--- src/rtl/cp0_ctrl_param_if.sv ---
// Commit-point bundle between the WB stage and CP0.
// The pipeline drives the wb_* fields; CP0 returns the redirect, the read data and the interrupt status.
interface cp0_ctrl_param_if;
    logic        wb_valid;
    logic        wb_exception;
    logic [4:0]  wb_exccode;
    logic        wb_bd;
    logic [31:0] wb_pc;
    logic [31:0] wb_badvaddr;
    logic        wb_eret;
    logic        wb_mtc0;
    logic [7:0]  wb_cp0_addr;
    logic [31:0] wb_wdata;
    logic [31:0] cp0_rdata;
    logic        flush;
    logic [31:0] flush_pc;
    logic        int_pending;
    logic        timer_int;

    modport master (
        output wb_valid, wb_exception, wb_exccode, wb_bd, wb_pc, wb_badvaddr,
               wb_eret, wb_mtc0, wb_cp0_addr, wb_wdata,
        input  cp0_rdata, flush, flush_pc, int_pending, timer_int
    );

    modport slave (
        input  wb_valid, wb_exception, wb_exccode, wb_bd, wb_pc, wb_badvaddr,
               wb_eret, wb_mtc0, wb_cp0_addr, wb_wdata,
        output cp0_rdata, flush, flush_pc, int_pending, timer_int
    );
endinterface

--- src/rtl/cp0_ctrl_param.sv ---
// Parametrised CP0 for the 5-stage MIPS core: BadVAddr, Count/Compare timer, Status, Cause, EPC.
// Commits one event per cycle at WB and drives the flush/redirect and MFC0 read data.
module cp0_ctrl_param #(
    parameter int          NUM_EXT_INT = 6,
    parameter int          SYNC_STAGES = 2,
    parameter int          COUNT_DIV   = 2,
    parameter logic [31:0] EXC_VECTOR  = 32'hBFC0_0380,
    parameter bit          TIMER_IP7   = 1'b1
) (
    input  logic                   clk,
    input  logic                   rst_n,
    input  logic [NUM_EXT_INT-1:0] ext_int,
    cp0_ctrl_param_if.slave        bus
);

    localparam logic [7:0] ADDR_BADVADDR = 8'h40;
    localparam logic [7:0] ADDR_COUNT    = 8'h48;
    localparam logic [7:0] ADDR_COMPARE  = 8'h58;
    localparam logic [7:0] ADDR_STATUS   = 8'h60;
    localparam logic [7:0] ADDR_CAUSE    = 8'h68;
    localparam logic [7:0] ADDR_EPC      = 8'h70;
    localparam logic [31:0] PRESC_LAST   = 32'(COUNT_DIV - 1);

    logic [31:0] badvaddr_q, badvaddr_d;
    logic [31:0] count_q, count_d;
    logic [31:0] compare_q, compare_d;
    logic [31:0] epc_q, epc_d;
    logic [31:0] presc_q, presc_d;
    logic [7:0]  im_q, im_d;
    logic        exl_q, exl_d;
    logic        ie_q, ie_d;
    logic        bd_q, bd_d;
    logic        ti_q, ti_d;
    logic [1:0]  ip_sw_q, ip_sw_d;
    logic [4:0]  exccode_q, exccode_d;

    logic [NUM_EXT_INT-1:0] ext_sync;
    logic [5:0]  ip_hw;
    logic [7:0]  ip_all;
    logic        int_pend;
    logic        take_int, take_exc, take_eret, do_mtc0;
    logic        tick;

    generate
        if (SYNC_STAGES == 0) begin : g_nosync
            assign ext_sync = ext_int;
        end else begin : g_sync
            logic [SYNC_STAGES-1:0][NUM_EXT_INT-1:0] sync_q, sync_d;

            always_comb begin
                sync_d    = sync_q;
                sync_d[0] = ext_int;
                for (int i = 1; i < SYNC_STAGES; i++) begin
                    sync_d[i] = sync_q[i-1];
                end
            end

            always_ff @(posedge clk or negedge rst_n) begin
                if (!rst_n) begin
                    sync_q <= '0;
                end else begin
                    sync_q <= sync_d;
                end
            end

            assign ext_sync = sync_q[SYNC_STAGES-1];
        end
    endgenerate

    always_comb begin
        ip_hw                  = '0;
        ip_hw[NUM_EXT_INT-1:0] = ext_sync;
        if (TIMER_IP7) begin
            ip_hw[5] = ip_hw[5] | ti_q;
        end
    end

    assign ip_all   = {ip_hw, ip_sw_q};
    assign int_pend = (|(ip_all & im_q)) & ie_q & ~exl_q;

    // One commit event per cycle, highest priority first.
    assign take_int  = bus.wb_valid & int_pend;
    assign take_exc  = bus.wb_valid & bus.wb_exception & ~take_int;
    assign take_eret = bus.wb_valid & bus.wb_eret & ~take_int & ~bus.wb_exception;
    assign do_mtc0   = bus.wb_valid & bus.wb_mtc0 & ~take_int & ~bus.wb_exception & ~bus.wb_eret;

    assign tick = (presc_q == PRESC_LAST);

    always_comb begin
        badvaddr_d = badvaddr_q;
        count_d    = count_q;
        compare_d  = compare_q;
        epc_d      = epc_q;
        presc_d    = tick ? 32'd0 : presc_q + 32'd1;
        im_d       = im_q;
        exl_d      = exl_q;
        ie_d       = ie_q;
        bd_d       = bd_q;
        ti_d       = ti_q;
        ip_sw_d    = ip_sw_q;
        exccode_d  = exccode_q;

        if (tick) begin
            count_d = count_q + 32'd1;
        end

        if (take_int || take_exc) begin
            if (!exl_q) begin
                epc_d = bus.wb_bd ? bus.wb_pc - 32'd4 : bus.wb_pc;
                bd_d  = bus.wb_bd;
            end
            exl_d     = 1'b1;
            exccode_d = take_int ? 5'd0 : bus.wb_exccode;
            if (take_exc && (bus.wb_exccode == 5'd4 || bus.wb_exccode == 5'd5)) begin
                badvaddr_d = bus.wb_badvaddr;
            end
        end else if (take_eret) begin
            exl_d = 1'b0;
        end else if (do_mtc0) begin
            // BadVAddr and the hardware-owned Cause fields are not writable.
            case (bus.wb_cp0_addr)
                ADDR_COUNT: begin
                    count_d = bus.wb_wdata;
                    presc_d = 32'd0;
                end
                ADDR_COMPARE: compare_d = bus.wb_wdata;
                ADDR_STATUS: begin
                    im_d  = bus.wb_wdata[15:8];
                    exl_d = bus.wb_wdata[1];
                    ie_d  = bus.wb_wdata[0];
                end
                ADDR_CAUSE: ip_sw_d = bus.wb_wdata[9:8];
                ADDR_EPC:   epc_d   = bus.wb_wdata;
                default: ;
            endcase
        end

        // A Compare write clears TI even if Count lands on Compare on the same edge.
        if (do_mtc0 && bus.wb_cp0_addr == ADDR_COMPARE) begin
            ti_d = 1'b0;
        end else if ((tick || (do_mtc0 && bus.wb_cp0_addr == ADDR_COUNT)) && count_d == compare_q) begin
            ti_d = 1'b1;
        end
    end

    always_ff @(posedge clk or negedge rst_n) begin
        if (!rst_n) begin
            badvaddr_q <= '0;
            count_q    <= '0;
            compare_q  <= '0;
            epc_q      <= '0;
            presc_q    <= '0;
            im_q       <= '0;
            exl_q      <= 1'b0;
            ie_q       <= 1'b0;
            bd_q       <= 1'b0;
            ti_q       <= 1'b0;
            ip_sw_q    <= '0;
            exccode_q  <= '0;
        end else begin
            badvaddr_q <= badvaddr_d;
            count_q    <= count_d;
            compare_q  <= compare_d;
            epc_q      <= epc_d;
            presc_q    <= presc_d;
            im_q       <= im_d;
            exl_q      <= exl_d;
            ie_q       <= ie_d;
            bd_q       <= bd_d;
            ti_q       <= ti_d;
            ip_sw_q    <= ip_sw_d;
            exccode_q  <= exccode_d;
        end
    end

    always_comb begin
        bus.cp0_rdata = 32'd0;
        case (bus.wb_cp0_addr)
            ADDR_BADVADDR: bus.cp0_rdata = badvaddr_q;
            ADDR_COUNT:    bus.cp0_rdata = count_q;
            ADDR_COMPARE:  bus.cp0_rdata = compare_q;
            ADDR_STATUS:   bus.cp0_rdata = {9'd0, 1'b1, 6'd0, im_q, 6'd0, exl_q, ie_q};
            ADDR_CAUSE:    bus.cp0_rdata = {bd_q, ti_q, 14'd0, ip_all, 1'b0, exccode_q, 2'd0};
            ADDR_EPC:      bus.cp0_rdata = epc_q;
            default:       bus.cp0_rdata = 32'd0;
        endcase
    end

    assign bus.flush       = take_int | take_exc | take_eret;
    assign bus.flush_pc    = take_eret ? epc_q : EXC_VECTOR;
    assign bus.int_pending = int_pend;
    assign bus.timer_int   = ti_q;

endmodule

--- src/flat_wrapper.sv ---
// flat-port wrapper written by rule: the top's interface ports become plain ports
module cp0_ctrl_param_flat 
#(
    parameter int          NUM_EXT_INT = 6,
    parameter int          SYNC_STAGES = 2,
    parameter int          COUNT_DIV   = 2,
    parameter logic [31:0] EXC_VECTOR  = 32'hBFC0_0380,
    parameter bit          TIMER_IP7   = 1'b1
)
  (clk, rst_n, ext_int, bus_wb_valid, bus_wb_exception, bus_wb_exccode, bus_wb_bd, bus_wb_pc, bus_wb_badvaddr, bus_wb_eret, bus_wb_mtc0, bus_wb_cp0_addr, bus_wb_wdata, bus_cp0_rdata, bus_flush, bus_flush_pc, bus_int_pending, bus_timer_int);
  cp0_ctrl_param_if bus_i ();
  input  logic clk;
  input  logic rst_n;
  input  logic [NUM_EXT_INT-1:0] ext_int;
  input wire logic [$bits(bus_i.wb_valid)-1:0] bus_wb_valid;
  input wire logic [$bits(bus_i.wb_exception)-1:0] bus_wb_exception;
  input wire logic [$bits(bus_i.wb_exccode)-1:0] bus_wb_exccode;
  input wire logic [$bits(bus_i.wb_bd)-1:0] bus_wb_bd;
  input wire logic [$bits(bus_i.wb_pc)-1:0] bus_wb_pc;
  input wire logic [$bits(bus_i.wb_badvaddr)-1:0] bus_wb_badvaddr;
  input wire logic [$bits(bus_i.wb_eret)-1:0] bus_wb_eret;
  input wire logic [$bits(bus_i.wb_mtc0)-1:0] bus_wb_mtc0;
  input wire logic [$bits(bus_i.wb_cp0_addr)-1:0] bus_wb_cp0_addr;
  input wire logic [$bits(bus_i.wb_wdata)-1:0] bus_wb_wdata;
  output wire logic [$bits(bus_i.cp0_rdata)-1:0] bus_cp0_rdata;
  output wire logic [$bits(bus_i.flush)-1:0] bus_flush;
  output wire logic [$bits(bus_i.flush_pc)-1:0] bus_flush_pc;
  output wire logic [$bits(bus_i.int_pending)-1:0] bus_int_pending;
  output wire logic [$bits(bus_i.timer_int)-1:0] bus_timer_int;
  assign bus_i.wb_valid = bus_wb_valid;
  assign bus_i.wb_exception = bus_wb_exception;
  assign bus_i.wb_exccode = bus_wb_exccode;
  assign bus_i.wb_bd = bus_wb_bd;
  assign bus_i.wb_pc = bus_wb_pc;
  assign bus_i.wb_badvaddr = bus_wb_badvaddr;
  assign bus_i.wb_eret = bus_wb_eret;
  assign bus_i.wb_mtc0 = bus_wb_mtc0;
  assign bus_i.wb_cp0_addr = bus_wb_cp0_addr;
  assign bus_i.wb_wdata = bus_wb_wdata;
  assign bus_cp0_rdata = bus_i.cp0_rdata;
  assign bus_flush = bus_i.flush;
  assign bus_flush_pc = bus_i.flush_pc;
  assign bus_int_pending = bus_i.int_pending;
  assign bus_timer_int = bus_i.timer_int;
  cp0_ctrl_param #(.NUM_EXT_INT(NUM_EXT_INT), .SYNC_STAGES(SYNC_STAGES), .COUNT_DIV(COUNT_DIV), .EXC_VECTOR(EXC_VECTOR), .TIMER_IP7(TIMER_IP7)) u_core (.clk(clk), .rst_n(rst_n), .ext_int(ext_int), .bus(bus_i));
endmodule
--- config.mk ---
export PLATFORM = sky130hd
export DESIGN_NAME = cp0_ctrl_param_flat
export DESIGN_NICKNAME = d
export VERILOG_FILES = /design/src/rtl/cp0_ctrl_param_if.sv /design/src/rtl/cp0_ctrl_param.sv /design/src/flat_wrapper.sv
export SDC_FILE = /design/constraint.sdc
export NUM_CORES = 1
export LEC_CHECK = 0
export CAP_MARGIN = 10
export CORE_MARGIN = 8
export CORE_UTILIZATION = 54
export CTS_BUF_LIST = sky130_fd_sc_hd__clkbuf_16
export CTS_CLUSTER_SIZE = 25
export DETAILED_ROUTE_END_ITERATION = 10
export HOLD_SLACK_MARGIN = 0.06
export PLACE_DENSITY = 0.88
export SYNTH_ARGS = -nofsm -noshare
export SYNTH_HDL_FRONTEND = slang
export SYNTH_SLANG_ARGS = --single-unit
--- constraint.sdc ---
create_clock -name clk -period 4.2 [get_ports clk]
set_input_delay 0.42 -clock clk [delete_from_list [all_inputs] [get_ports clk]]
set_output_delay 0.42 -clock clk [all_outputs]
set_load 0.05 [all_outputs]
Word level (Yosys, flattened, before mapping)
Cells that the tools add are included.

Flip-flop bits (word level): 191. Bits of input ports: 122. Output and inout port bits: 67. Logic and storage cells: 96.

Add/sub/neg operators: 3. Eq/ne operators: 12. Mux-type cells: 25. Bitwise logic cells: 22. Reduce and logical (&&, ||, !) cells: 20.

Operators with widths (number): 2-to-1 mux 32 bit (17); case mux 32 bit (6 select lines) (1); adder 32 x 1 -> 32 bit (second input constant) (2); equality test 8 x 7 -> 1 bit (second input constant) (6); equality test 32 x 1 -> 1 bit (second input constant) (1); equality test 32 bit (1); subtractor 32 x 3 -> 32 bit (second input constant) (1); AND reduction 4 bit (4); bitwise AND 1 bit (12); equality test 5 x 3 -> 1 bit (second input constant) (2); bitwise AND 8 bit (1); OR reduction 8 bit (1); 2-to-1 mux 1 bit (6); inverter 1 bit (6); AND reduction 2 bit (3); nonzero test 2 bit (3); nonzero test 3 bit (2); 2-to-1 mux 5 bit (1); logical AND 1 bit (4); != test 2 bit (second input constant) (2); logical OR 1 bit (3); OR 1 bit (3).

Logic depth before layout (Yosys ltp)
Word-level depth: 17. Gate-level depth with buffers: 14. Gate-level depth less buffers: 12.

Worst setup path before layout
OpenSTA, ideal clock, no wires.

Path type: input-to-reg. From: input bus_wb_cp0_addr[7]. To: register u_core.ti_q, in the netlist u_core.bus.timer_int. Library setup time: 92 ps. Arrival time: 3258 ps. Required time: 4108 ps. Path slack: 850 ps. Cell stages on the path: 13. Path buffers: 4. Cell sequence: nand2b_1 -> or4b_1 -> buf_2 -> or3b_1 -> buf_2 -> or3_1 -> buf_6 -> buf_2 -> o311ai_0 -> nand4_1 -> nor4_1 -> nand4_1 -> o31ai_2.

Word-level cells in the longest chain between the ends: 8. Elaborated cells between the ends (all ways): 13. Classes of those cells: eq/ne: 3; mux: 5; reduce/logical: 5.

RTL lines: start, declared (line flat_wrapper.sv:23) `input wire logic [$bits(bus_i.wb_cp0_addr)-1:0] bus_wb_cp0_addr;`; equality test 8 x 7 -> 1 bit (line cp0_ctrl_param.sv:121, cp0_ctrl_param.sv:141); 2-to-1 mux 32 bit (line cp0_ctrl_param.sv:121) `case (bus.wb_cp0_addr)`; 2-to-1 mux 32 bit (line cp0_ctrl_param.sv:119) `end else if (do_mtc0) begin`; 2-to-1 mux 32 bit (line cp0_ctrl_param.sv:117) `end else if (take_eret) begin`; 2-to-1 mux 32 bit (line cp0_ctrl_param.sv:107) `if (take_int || take_exc) begin`; equality test 32 bit (line cp0_ctrl_param.sv:141) `end else if ((tick || (do_mtc0 && bus.wb_cp0_addr == ADDR_COUNT)) && count_d == compare_q) begin`; logical AND 1 bit (line cp0_ctrl_param.sv:141); nonzero test 2 bit (no line); end signal, assigned (line cp0_ctrl_param.sv:170) `ti_q <= ti_d;`; end, declared (line cp0_ctrl_param.sv:33) `logic ti_q, ti_d;`.

Several ways; a longest one is shown, not always the timed one. A chain may end at the register's enable or synchronous reset.

Final worst setup path
From: register u_core.im_q[5]. To: output bus_flush_pc[11].

Word-level cells in the longest chain between the ends: 9.

RTL lines: start, declared (line cp0_ctrl_param.sv:29) `logic [7:0] im_q, im_d;`; start signal, assigned (line cp0_ctrl_param.sv:166) `im_q <= im_d;`; bitwise AND 8 bit (line cp0_ctrl_param.sv:79) `assign int_pend = (|(ip_all & im_q)) & ie_q & ~exl_q;`; OR reduction 8 bit (line cp0_ctrl_param.sv:79); bitwise AND 1 bit (2 in a row) (line cp0_ctrl_param.sv:79); bitwise AND 1 bit (line cp0_ctrl_param.sv:82) `assign take_int = bus.wb_valid & int_pend;`; inverter 1 bit (line cp0_ctrl_param.sv:84) `assign take_eret = bus.wb_valid & bus.wb_eret & ~take_int & ~bus.wb_exception;`; bitwise AND 1 bit (2 in a row) (line cp0_ctrl_param.sv:84); 2-to-1 mux 32 bit (line cp0_ctrl_param.sv:190) `assign bus.flush_pc = take_eret ? epc_q : EXC_VECTOR;`; end, declared (line flat_wrapper.sv:27) `output wire logic [$bits(bus_i.flush_pc)-1:0] bus_flush_pc;`.

Every way passes these cells.

==> metrics.yaml <==
r2r_slack_ps: 440
core-area_um2: 19500
clkLatencyLatePin_ps: 440
synthesis.nets: 1264
multi_input_area_um2: 5590
status: "finished, final reports clean"
port_buffers: 188
cp.required_ps: 3780
rsz0062_at_grt: "no"
vias: 10000
arrival_ps: 3400
layout_common_cells: "191 x dfrtp_1, 155 x clkdlybuf4s50_1, 102 x nand2_1"
grt_max_degree: 120
dp_slack_ps: 120
avgSynthCellArea_um2: 9.39
hold_slack_ps: 136
cts_resized: 0
setup_slack_ps: 383
synth_flop_cell: "dfrtp_1"
end_kind: "output port"
regArea_um2: 4780
netlist_area_um2: 10700
clk_pin_slew_ps: 70
layout_commonest_cell: "dfrtp_1"
leakage_nw: 5.77
area_growth_pct: 27.0
r2r_end: "u_core.bus.timer_int"
cts_made_buffers: 17
post-dp-hpwl_mm: 26.4
cp_max_fo: 12
antenna_found_initial: 0
crit_start: "u_core.im_q[5]"
cts_tree: "yes"
reg2reg_from: "u_core.count_q[1]"
slowest_delay_ps: 820
grt_overflow_total: 0
path_depth: 8
timing.final.crit_share_pct: 90.9
grt_use_met1_pct: 37.6
yosysUniqueCellTypes: 57
cpMostUsedCell: "inv_1"
cts_hold_buf: 0
clock_sinks: 191
fin_skew_ps: 10.0
dr.pass1.iters: 6
rows: 51
critical_path_class: "reg2out"
fin_crit_ps: 3820
ant_nets: 0
diodes: 0
start_util_pct: 54.9
htreeDepth: 4
worst_pin_slew_ps: 952
synthCells: 1138
drtIter0Drc: 1298
vias_per_cell: 6.31
path_cells: "a222oi_1, inv_1, o21ai_0, inv_1, nor3_2, buf_4, and2_1, clkdlybuf4s50_1"
die_area_um2: 24600
fin_setup_tns_ps: 0
setup_viol_count_final: 0
clockRootBuffer: "clkbuf_16"
grt_pass1_vias: 9827
yosys_warnings: 0
path_delay_family: "buffers and inverters"
die_x_um: 157
synthArstFlopShare_pct: 100
io_pins: 189
drc: 0
die_y_um: 157
avgRoutedWirePerCell_um: 22.5
drv_slew: 0
gr-usage-met2_pct: 45.6
drv_cap: 0
hold_viol: 0
worstSetupStartpointType: "flop"
drive_gt1_share_pct: 13.6
grt_pass1_wl_mm: 55.6
crit_path_top_delay_cell: "clkdlybuf4s50_1"
fillers: 1439
cts_setup_buffers: 0
synth-seq-cells: 191
clock_path_buffers: 2
place.gp.congestion: 0.968
ys_seq_area_share_pct: 44.7
clock.fmax_mhz: 262
totalWireLength_mm: 35.7
powerDensity_nw_per_um2: 351
groute.usage.overall_pct: 29.4
top_usage_layer: "met2"
r2r_cells: 11
hold_class: "in2async"
grt_use_met3_pct: 9.29
path_buf_inv: 4
fin_nets: 1435
peakVddDrop_mv: 0.308
slew-limit-headroom_pct: 36.6
synth_edf_count: 0
crit_end: "bus_flush_pc[11]"
## final cells by class
class	count	area share, %
sequential	191	35.2
timing repair buffer	218	16.3
clock inverter	14	1.11
multi-input combinational	857	41.2
tap	265	2.44
clock buffer	17	3.13
inverter	24	0.664
## synth_stat cells, drive strengths merged (7+ instances only)
cell	instances	area, µm²
dfrtp	191	4780
nand2	102	383
nor2	96	360
mux2	76	856
a22oi	69	518
a21oi	66	330
o21ai	62	310
xor2	62	543
clkbuf	57	214
nand3	43	215
xnor2	41	359
nor4	36	225
nand4	30	188
and2	27	169
inv	24	90.1
or3	20	125
nor3	19	95.1
nand2b	16	100
and3	13	81.3
buf	9	52.5
mux2i	7	86.3
## metal layers
layer	up-vias	part of all wire, %
met5	-	0
met4	0	3.6
met3	113	12
met2	622	46
met1	4837	38
li1	4438	-
## worst register-to-register path, stage by stage, from the launching register on
cell and delay, ps:
dfrtp_1 470, ha_1 290, and2_1 450, nand3_1 130, or4_1 650, or3_1 360
a31oi_1 250, xnor2_1 160, nand3_1 150, a2111oi_0 420, nand4_1 160, o31ai_2 190
## flip-flops by register name, summed over array words and instances (netlist names)
name,flops
u_core.ext_sync,6
u_core.badvaddr_q,32
u_core.exl_q,1
u_core.ie_q,1
u_core.epc_q,32
u_core.count_q,32
u_core.g_sync.sync_d,6
u_core.presc_q,32
u_core.im_q,8
u_core.bus.timer_int,1
u_core.bd_q,1
u_core.exccode_q,5
u_core.compare_q,32
u_core.ip_sw_q,2
## logic make-up (layout without fill, tap and decap cells)
| group | count (synthesis) | count (layout) | share of synthesized area (%) |
|---|---|---|---|
| compound gates | 235 | 235 | 13.8 |
| xor+xnor | 103 | 103 | 8.44 |
| fa+ha+maj | 4 | 4 | 0.468 |
| buf+inv | 90 | 273 | 3.34 |
| flops | 191 | 191 | 44.7 |
| mux | 83 | 83 | 8.81 |
| simple gates | 432 | 432 | 20.5 |
## worst min-delay path by stage
stage | from | slack, ps | endpoint
finish | rst_n | 140 | u_core.presc_q[29]
global route | rst_n | 230 | u_core.presc_q[29]
CTS | rst_n | 180 | u_core.presc_q[11]
detailed placement | u_core.g_sync.sync_d[11] | 340 | u_core.ext_sync[5]
global placement | u_core.g_sync.sync_d[8] | 330 | u_core.ext_sync[2]
floorplan | rst_n | 120 | u_core.badvaddr_q[0]
## stage by stage
step                      cells  total power [mW]  utilization (%)  area [µm²]
after floorplan            1138              2.70                -       10700
after global placement     1555              3.10             66.8       13000
after detailed placement   1555              3.13             66.8       13000
after CTS                  1586              4.75             69.7       13600
after global routing       1586              4.94             69.7       13600
final                      1586              4.77             69.7       13600
## where the power goes
group	total, mW	switching, mW	internal (mW)
Sequential	2.25	0.213	2.04
Clock	1.64	0.714	0.923
Combinational	0.883	0.485	0.398
Total	4.77	1.41	3.36
Note: power is estimated with default switching activity, not from simulation.
